## config.mk

```make
export PLATFORM = sky130hd
export DESIGN_NAME = seg_mux_display_flat
export DESIGN_NICKNAME = d
export VERILOG_FILES = /design/src/rtl/seg_mux_display_if.sv /design/src/rtl/seg_mux_display.sv /design/src/flat_wrapper.sv
export SDC_FILE = /design/constraint.sdc
export NUM_CORES = 1
export LEC_CHECK = 0
export CORE_ASPECT_RATIO = 1.75
export CORE_UTILIZATION = 30
export CTS_CLUSTER_SIZE = 40
export DETAILED_ROUTE_END_ITERATION = 8
export GPL_TIMING_DRIVEN = 0
export PLACE_DENSITY_LB_ADDON = 0.05
export SLEW_MARGIN = 20
export SYNTH_ARGS = -nofsm -noshare
export SYNTH_HDL_FRONTEND = slang
export SYNTH_SLANG_ARGS = --single-unit
export TNS_END_PERCENT = 100
```

## constraint.sdc

```tcl
create_clock -name clk -period 2.3 [get_ports clk]
set_clock_uncertainty 0.15 [all_clocks]
set_input_delay 0.23 -clock clk [delete_from_list [all_inputs] [get_ports clk]]
set_output_delay 0.23 -clock clk [all_outputs]
set_load 0.01 [all_outputs]
```

## src/rtl/seg_mux_display_if.sv

```systemverilog
// Signal bundle between the datapath result registers and the display driver.
// The master side supplies data/config; the slave side drives the pins.
interface seg_mux_display_if #(
  parameter int NUM_DIGITS = 8
);
  logic [4*NUM_DIGITS-1:0] data_in;
  logic [NUM_DIGITS-1:0]   dp_in;
  logic                    load;
  logic                    blank_lz;
  logic [3:0]              brightness;
  logic [6:0]              segment;
  logic                    dp_out;
  logic [NUM_DIGITS-1:0]   anode;
  logic                    frame_done;

  modport master (
    output data_in, dp_in, load, blank_lz, brightness,
    input  segment, dp_out, anode, frame_done
  );

  modport slave (
    input  data_in, dp_in, load, blank_lz, brightness,
    output segment, dp_out, anode, frame_done
  );
endinterface

```

## src/rtl/seg_mux_display.sv

```systemverilog
// Multiplexed hex seven-segment driver: double-buffered digits, PWM brightness,
// leading-zero suppression, a blank ghosting cycle per slot, selectable pin polarity.
module seg_mux_display #(
  parameter int NUM_DIGITS     = 8,
  parameter int DIV            = 50000,
  parameter int AN_ACTIVE_LOW  = 1,
  parameter int SEG_ACTIVE_LOW = 0
) (
  input  logic               clk,
  input  logic               rst_n,
  seg_mux_display_if.slave   bus
);

  localparam int CW  = $clog2(DIV);
  localparam int IW  = (NUM_DIGITS > 1) ? $clog2(NUM_DIGITS) : 1;
  localparam int SUB = DIV / 16;
  localparam int SW  = (SUB > 1) ? $clog2(SUB) : 1;
  localparam int DW  = 4 * NUM_DIGITS;

  localparam logic AN_INV  = (AN_ACTIVE_LOW != 0);
  localparam logic SEG_INV = (SEG_ACTIVE_LOW != 0);

  logic [CW-1:0]         cnt;
  logic [IW-1:0]         idx;
  logic [SW-1:0]         sub;
  logic [3:0]            phase;
  logic [3:0]            bri_q;
  logic [DW-1:0]         pend_data;
  logic [DW-1:0]         act_data;
  logic [NUM_DIGITS-1:0] pend_dp;
  logic [NUM_DIGITS-1:0] act_dp;

  logic                  tick;
  logic                  frame_end;
  logic                  lit;
  logic                  upper_nz;
  logic                  blank;
  logic [3:0]            nib;
  logic [6:0]            seg_n;
  logic                  dp_n;
  logic [NUM_DIGITS-1:0] an_n;

  assign tick      = (cnt == CW'(DIV - 1));
  assign frame_end = tick && (idx == IW'(NUM_DIGITS - 1));

  function automatic logic [6:0] glyph(input logic [3:0] v);
    logic [6:0] g;
    case (v)
      4'h0: g = 7'h3F;
      4'h1: g = 7'h06;
      4'h2: g = 7'h5B;
      4'h3: g = 7'h4F;
      4'h4: g = 7'h66;
      4'h5: g = 7'h6D;
      4'h6: g = 7'h7D;
      4'h7: g = 7'h07;
      4'h8: g = 7'h7F;
      4'h9: g = 7'h6F;
      4'hA: g = 7'h77;
      4'hB: g = 7'h7C;
      4'hC: g = 7'h39;
      4'hD: g = 7'h5E;
      4'hE: g = 7'h79;
      default: g = 7'h71;
    endcase
    return g;
  endfunction

  // Slot prescaler, digit index and PWM phase (phase == cnt / SUB within a slot)
  always_ff @(posedge clk) begin
    if (!rst_n) begin
      cnt   <= '0;
      idx   <= '0;
      sub   <= '0;
      phase <= '0;
      bri_q <= '0;
    end else begin
      if (tick) begin
        cnt   <= '0;
        sub   <= '0;
        phase <= '0;
        idx   <= (idx == IW'(NUM_DIGITS - 1)) ? '0 : idx + IW'(1);
      end else begin
        cnt <= cnt + CW'(1);
        if (sub == SW'(SUB - 1)) begin
          sub   <= '0;
          phase <= phase + 4'd1;
        end else begin
          sub <= sub + SW'(1);
        end
      end
      // The cnt==0 cycle is always dark, so sampling here covers the whole slot
      if (cnt == '0) bri_q <= bus.brightness;
    end
  end

  // Double buffer: active only changes on a frame boundary
  always_ff @(posedge clk) begin
    if (!rst_n) begin
      pend_data <= '0;
      pend_dp   <= '0;
      act_data  <= '0;
      act_dp    <= '0;
    end else begin
      if (frame_end) begin
        act_data <= pend_data;
        act_dp   <= pend_dp;
      end
      if (bus.load) begin
        pend_data <= bus.data_in;
        pend_dp   <= bus.dp_in;
      end
    end
  end

  always_comb begin
    upper_nz = 1'b0;
    for (int i = 0; i < NUM_DIGITS; i++) begin
      if (i >= int'(idx) && act_data[4*i +: 4] != 4'h0) upper_nz = 1'b1;
    end
    nib   = 4'(act_data >> {idx, 2'b00});
    lit   = (cnt != '0) && (phase <= bri_q);
    blank = bus.blank_lz && (idx != '0) && !upper_nz;
    seg_n = (lit && !blank) ? glyph(nib) : 7'h00;
    dp_n  = lit && act_dp[idx];
    an_n  = lit ? (NUM_DIGITS'(1) << idx) : '0;
  end

  always_ff @(posedge clk) begin
    if (!rst_n) begin
      bus.segment    <= {7{SEG_INV}};
      bus.dp_out     <= SEG_INV;
      bus.anode      <= {NUM_DIGITS{AN_INV}};
      bus.frame_done <= 1'b0;
    end else begin
      bus.segment    <= seg_n ^ {7{SEG_INV}};
      bus.dp_out     <= dp_n ^ SEG_INV;
      bus.anode      <= an_n ^ {NUM_DIGITS{AN_INV}};
      bus.frame_done <= frame_end;
    end
  end

endmodule

```

## src/flat_wrapper.sv

```systemverilog
// flat-port wrapper written by rule: the top's interface ports become plain ports
module seg_mux_display_flat 
#(
  parameter int NUM_DIGITS     = 8,
  parameter int DIV            = 50000,
  parameter int AN_ACTIVE_LOW  = 1,
  parameter int SEG_ACTIVE_LOW = 0
)
  (clk, rst_n, bus_data_in, bus_dp_in, bus_load, bus_blank_lz, bus_brightness, bus_segment, bus_dp_out, bus_anode, bus_frame_done);
  seg_mux_display_if #(.NUM_DIGITS(NUM_DIGITS)) bus_i ();
  input  logic clk;
  input  logic rst_n;
  input wire logic [$bits(bus_i.data_in)-1:0] bus_data_in;
  input wire logic [$bits(bus_i.dp_in)-1:0] bus_dp_in;
  input wire logic [$bits(bus_i.load)-1:0] bus_load;
  input wire logic [$bits(bus_i.blank_lz)-1:0] bus_blank_lz;
  input wire logic [$bits(bus_i.brightness)-1:0] bus_brightness;
  output wire logic [$bits(bus_i.segment)-1:0] bus_segment;
  output wire logic [$bits(bus_i.dp_out)-1:0] bus_dp_out;
  output wire logic [$bits(bus_i.anode)-1:0] bus_anode;
  output wire logic [$bits(bus_i.frame_done)-1:0] bus_frame_done;
  assign bus_i.data_in = bus_data_in;
  assign bus_i.dp_in = bus_dp_in;
  assign bus_i.load = bus_load;
  assign bus_i.blank_lz = bus_blank_lz;
  assign bus_i.brightness = bus_brightness;
  assign bus_segment = bus_i.segment;
  assign bus_dp_out = bus_i.dp_out;
  assign bus_anode = bus_i.anode;
  assign bus_frame_done = bus_i.frame_done;
  seg_mux_display #(.NUM_DIGITS(NUM_DIGITS), .DIV(DIV), .AN_ACTIVE_LOW(AN_ACTIVE_LOW), .SEG_ACTIVE_LOW(SEG_ACTIVE_LOW)) u_core (.clk(clk), .rst_n(rst_n), .bus(bus_i));
endmodule
```

# Yosys cells after proc, flatten, opt, wreduce, memory -nomap -nowiden

Memories as Yosys holds them, arrays and structs flattened. A register that Yosys moved wholly into a read port is not among the register bits.
Index checks and enable logic that the tools add are counted.

Register bits: 129
Output and inout bits: 17
Memories: 1
Logic and storage cells: 75
Bits in read-only memories: 112

Memories:

| memory          | words | width | read ports | clocked after Yosys merged registers in | write ports | line                  | text |
|---|---|---|---|---|---|---|---|
| (no name shown) | 16    | 7     | 1          | 1                                       | 0           | seg_mux_display.sv:48 | `case (v)` |

Shift operators: 2
Bitwise gates (word level): 2
Add/sub/neg operators: 4
Mux-type cells: 12
Order comparisons: 9
Equality and inequality tests: 3
Reduce and logical (&&, ||, !) cells: 30

Operator list:

| operator                                                                      | count |
|---|---|
| 4-bit nonzero test                                                            | 8 |
| 32-bit by 5-bit >> shifter with 4-bit output                                  | 1 |
| 16-bit by 1-bit adder with 16-bit output (second input constant)              | 1 |
| 16-bit == test (second input constant)                                        | 1 |
| 16-bit zero test                                                              | 1 |
| 16-bit nonzero test                                                           | 1 |
| 1-bit logical AND                                                             | 13 |
| 12-bit by 1-bit adder with 12-bit output (second input constant)              | 1 |
| 12-bit == test (second input constant)                                        | 1 |
| 3-bit >= comparator (first input constant)                                    | 3 |
| 1-bit 2-to-1 mux                                                              | 9 |
| 8-bit 2-to-1 mux                                                              | 1 |
| 8-bit NOT                                                                     | 1 |
| 1-bit by 3-bit << shifter with 8-bit output (first input constant)            | 1 |
| 1-bit by 3-bit >= comparator with 1-bit output (first input constant)         | 2 |
| 2-bit by 3-bit >= comparator with 1-bit output (first input constant)         | 2 |
| 4-bit by 1-bit adder with 4-bit output (second input constant)                | 1 |
| 4-bit <= comparator                                                           | 1 |
| 3-bit by 4-bit less-than comparator with 1-bit output (second input constant) | 1 |
| 3-bit by 1-bit adder with 3-bit output (second input constant)                | 1 |
| 1-bit binary-select mux with 3-bit select                                     | 1 |
| 3-bit == test (second input constant)                                         | 1 |
| 1-bit zero test                                                               | 3 |
| 3-bit 2-to-1 mux                                                              | 1 |
| other kinds (5)                                                               | 5 |

# Longest topological paths before layout

Depth after elaboration: 16
Mapped depth: 10
Depth with buffers taken out: 9

# Worst setup path before layout

No wires, ideal clock.

Kind: register to register
From: register u_core.idx[0]
To: register u_core.bus.segment[1]
Stages on the path, launching flop included: 10
Arrival time: 2.079 ns
Required time: 2.010 ns
Buffers on the path: 1
Period minus slack after synthesis: 2.368 ns
Setup slack: -0.068 ns
Cells stage by stage: dfxtp_1 > buf_6 > mux4_1 > nand2_1 > and2_1 > inv_1 > ha_1 > or2_2 > a21oi_1 > a211oi_1

Longest elaborated chain between the ends: 16
Elaborated cells on any way between the ends: 31
Classes of those cells: order compare (7); shift (1); mux (8); reduce/logical (15)

Ends and longest elaborated chain:

| element                                        | line                     | text |
|---|---|---|
| start, declared                                | seg_mux_display.sv:24    | `logic [IW-1:0] idx;` |
| start signal, assigned                         | seg_mux_display.sv:82    | `idx <= (idx == IW'(NUM_DIGITS - 1)) ? '0 : idx + IW'(1);` |
| 1-bit by 3-bit >= comparator with 1-bit output | seg_mux_display.sv:119   | `if (i >= int'(idx) && act_data[4*i +: 4] != 4'h0) upper_nz = 1'b1;` |
| 1-bit logical AND                              | seg_mux_display.sv:119   |  |
| 1-bit 2-to-1 mux (8 in a row)                  | seg_mux_display.sv:119   |  |
| 1-bit zero test                                | seg_mux_display.sv:123   | `blank = bus.blank_lz && (idx != '0) && !upper_nz;` |
| 1-bit logical AND                              | seg_mux_display.sv:123   |  |
| 1-bit zero test                                | seg_mux_display.sv:124   | `seg_n = (lit && !blank) ? glyph(nib) : 7'h00;` |
| 1-bit logical AND                              | seg_mux_display.sv:124   |  |
| 2-bit AND reduction (no line)                  | n/a                      |  |
| 1-bit zero test (no line)                      | n/a                      |  |
| end, declared                                  | seg_mux_display_if.sv:23 | `output segment, dp_out, anode, frame_done` |

Parallel ways exist; a longest one is shown, timed or not.
A chain may end at the register's enable or synchronous reset.

# Worst setup path after layout

From: register u_core.idx[0]
To: register u_core.bus.segment[3]

Same word-level chain as after synthesis.

==> impl_metrics.toml <==
[grt]
vias_in_the_first_global_route = 4270
globalRouteOverflowTotal = 0
grt_util_all_layers = 0.1477
grt_pass1_wl_um = 21820
initial_antenna_violation_count = 0
grt_max_degree = 17

[die]
fp.dieW_um = 106.6
floorplan.initialDensity = 0.3078
floorplan.rows = 66
chipHeight_um = 185.1
design.core.area_mm2 = 0.01866
floorplan.die_area_mm2 = 0.01973
num_io_pins = 65

[synth]
syn-cell-area_mm2 = 0.005744
synth_area_per_cell_um2 = 10.74
yosysSeqAreaShare = 0.4740
synth_fp_nets = 605
synth_edf_count = 0
ys_types = 48
yosys_most_used_dff = "sky130_fd_sc_hd__dfxtp_1"
syn-instance-count = 535
yosysWarnings = 0
synth_seq_cells = 136
synthArstFlopShare = 0

[worst_setup_path]
timing.critical_path.slowest_cell_delay_ps = 540
crit_type = "reg2reg"
critical_path.max_fanout = 5
worst-path-stages = 10
start_kind = "register"
worstRegToRegCells = 10
critical_path.cell_chain = "buf_12, mux4_2, nand2_1, and2_4, buf_6, ha_1, nand2_2, o21ai_0, o21ai_1, nor2_1"
element_type_at_the_critical_path_end = "register"
timing.critical_path.required_ps = 2450
timing.critical_path.buf_inv = 2
setup.reg_to_reg.worst_slack_ps = 80
timing.critical_path.max_delay_family = "multiplexers"
crit_path_top_delay_cell = "sky130_fd_sc_hd__mux4_2"
cp_data_arrival_time_ps = 2370

[worst_hold_path]
timing.hold.worst_path_depth = 3
hp-class = "in2reg"

[timing]
finalMaxSlewViolations = 0
finalWorstSetupSlack_ps = 75.13
finalCritPeriodShare = 0.9673
maxClockFrequency_mhz = 449.5
final_period_minus_worst_setup_slack_ps = 2225
worstMarginPinSlew_ps = 760.0
setup-violations-final = 0
timing_hold_violations_final = 0
max_slew_margin = 0.4933

[cts]
cts_max_level = 4
cts.reportedPaths.clkPinSlew_ps = 60
clock_sinks = 136
cts_inserted_buffers = 17
cts-root-buf = "sky130_fd_sc_hd__clkbuf_16"
clkLatencyLatePin_ps = 420
cts_tree = "done"
cts-hold-fix-buffers = 0
cts.path.max_buffers = 2

[drt]
vias_per_cell = 4.683
drt_iter0_markers = 116
detailroute.via_count = 4116
finalWirelength_um = 13500
drtPass1Iterations = 4
route.detailed.drc = 0
ant_nets = 0
wl_cell_um = 15.35

[cells_and_area]
final_common_cell = "sky130_fd_sc_hd__dfxtp_1"
area.growth.synth_to_final_pct = 29.84
final_design_area_no_fill_mm2 = 0.007458
drive_above_1_share = 0.1342
commonest_non_fill_non_tap_cells_in_the_layout = "sky130_fd_sc_hd__dfxtp_1 (134), sky130_fd_sc_hd__clkdlybuf4s50_1 (63), sky130_fd_sc_hd__mux2i_1 (47), sky130_fd_sc_hd__nor2b_1 (45), sky130_fd_sc_hd__a22o_1 (40)"
antenna_cells = 0
finalNetCount = 698
final_core_utilization = 0.3996

[power_and_ir_drop]
irDropWorstVdd_mv = 0.3745
sw_frac_of_total = 0.2200
power-per-cell-area_mw_per_mm2 = 748.0
total_power_mw = 5.579
power_share_of_the_combinational_group = 0.066
internal_power_mw = 4.351
power_frac_seq = 0.444
clockPowerShare = 0.490
power.net_switching_mw = 1.227
p_leak_nw = 3.017

[placement]
post-place-ws_ps = -524.3
dp_hpwl_um = 10130
routabilityCongestion = 0.8023
detailed_place.area_mm2 = 0.006676
total_of_buffers_placed_on_input_and_output_ports = 63

[job]
timing.max_cap.violations = 0

[status]
status = "finished clean"
## flip-flops by register name (all words and copies together), names as in the netlist
| signal | count |
|---|---|
| u_core.bus.dp_out | 1 |
| u_core.act_dp | 8 |
| u_core.idx | 3 |
| u_core.bus.segment | 7 |
| u_core.pend_dp | 8 |
| u_core.bus.frame_done | 1 |
| u_core.bri_q | 4 |
| u_core.bus.anode | 8 |
| u_core.phase | 4 |
| u_core.cnt | 16 |
| u_core.sub | 12 |
| u_core.act_data | 32 |
| u_core.pend_data | 32 |
## cells by family after synthesis
group                    count (synthesis)  share of synthesized area
AND/OR/NAND/NOR                        176                     0.1660
flip-flops                             136                     0.4740
multiplexers                            59                     0.1327
buffers and inverters                   45                    0.04095
XOR/XNOR                                29                    0.04422
AO/OA/AOI/OAI                           68                    0.09431
adder cells (fa/ha/maj)                 22                    0.04792
## cells in the mapped netlist (all sizes together) (2+ instances only)
library cell / number / area [um2]
dfxtp: 136 / 2723
mux2i: 49 / 503.0
nor2b: 45 / 281.5
a22o: 40 / 350.3
nor2: 38 / 142.6
nand2: 34 / 127.6
ha: 22 / 275.3
xor2: 20 / 175.2
inv: 18 / 67.56
buf: 17 / 130.1
nand3: 13 / 65.06
nor4: 12 / 111.4
clkbuf: 10 / 37.54
mux4: 10 / 259.0
and3: 9 / 56.30
xnor2: 9 / 78.83
a21oi: 8 / 40.04
nand4: 6 / 37.54
and2: 5 / 31.28
o21ai: 5 / 25.02
a211oi: 3 / 27.52
a21boi: 3 / 26.27
o211ai: 3 / 22.52
or2: 3 / 18.77
nand2b: 2 / 12.51
nor3: 2 / 10.01
o22ai: 2 / 12.51
or2b: 2 / 15.01
## what timing repair did
action	4_1_cts	5_1_grt
buffers inserted	5	5
endpoints found under the setup margin	67	71
gates resized for setup	15	14
gates cloned	0	1
pin swaps	2	7
## power groups by stage
| stage | clock network, mW | logic [mW] | registers [mW] |
|---|---|---|---|
| CTS | 2.83 | 0.366 | 2.48 |
| global route | 2.93 | 0.415 | 2.48 |
| detailed placement | 0 | 0.362 | 2.53 |
| global placement | 0 | 0.359 | 2.53 |
| finish | 2.73 | 0.369 | 2.47 |
| floorplan | 0 | 0.184 | 2.52 |
## final timing paths
check                             from                    end
setup reg to reg         u_core.idx[0]  u_core.bus.segment[3]
setup / recovery         u_core.idx[0]  u_core.bus.segment[3]
hold / removal       bus_brightness[1]        u_core.bri_q[1]
hold reg to reg   u_core.pend_data[23]    u_core.act_data[23]
## metrics by stage
step           instances  setup TNS (ps)  hold slack, ps
2_1_floorplan        535               0           246.2
3_3_place_gp         836           -5252           305.4
3_5_place_dp         836           -7604           308.9
4_1_cts              873          -4.875           253.3
5_1_grt              879          -19.46           276.5
6_report             879               0           272.0
## routing by layer
layer	wire length [um]	GRT usage
met1	5162	0.1476
met2	7573	0.2805
met3	416	0.03659
met4	344	0.06959
met5	0	0
## worst min-delay path: stages
cell and delay (ps):
sky130_fd_sc_hd__clkdlybuf4s50_1 390, sky130_fd_sc_hd__mux2i_1 120, sky130_fd_sc_hd__nor2b_1 50
## layout make-up
class / instances / area, um2
buffer: 27 / 188.9
timing repair buffer: 74 / 734.5
fill: 1894 / 11200
clock inverter: 10 / 118.9
inverter: 18 / 70.07
multi-input combinational: 354 / 2836
tap: 238 / 297.8
clock buffer: 22 / 484.2
sequential: 136 / 2728
(Power assumes the default switching activity.)
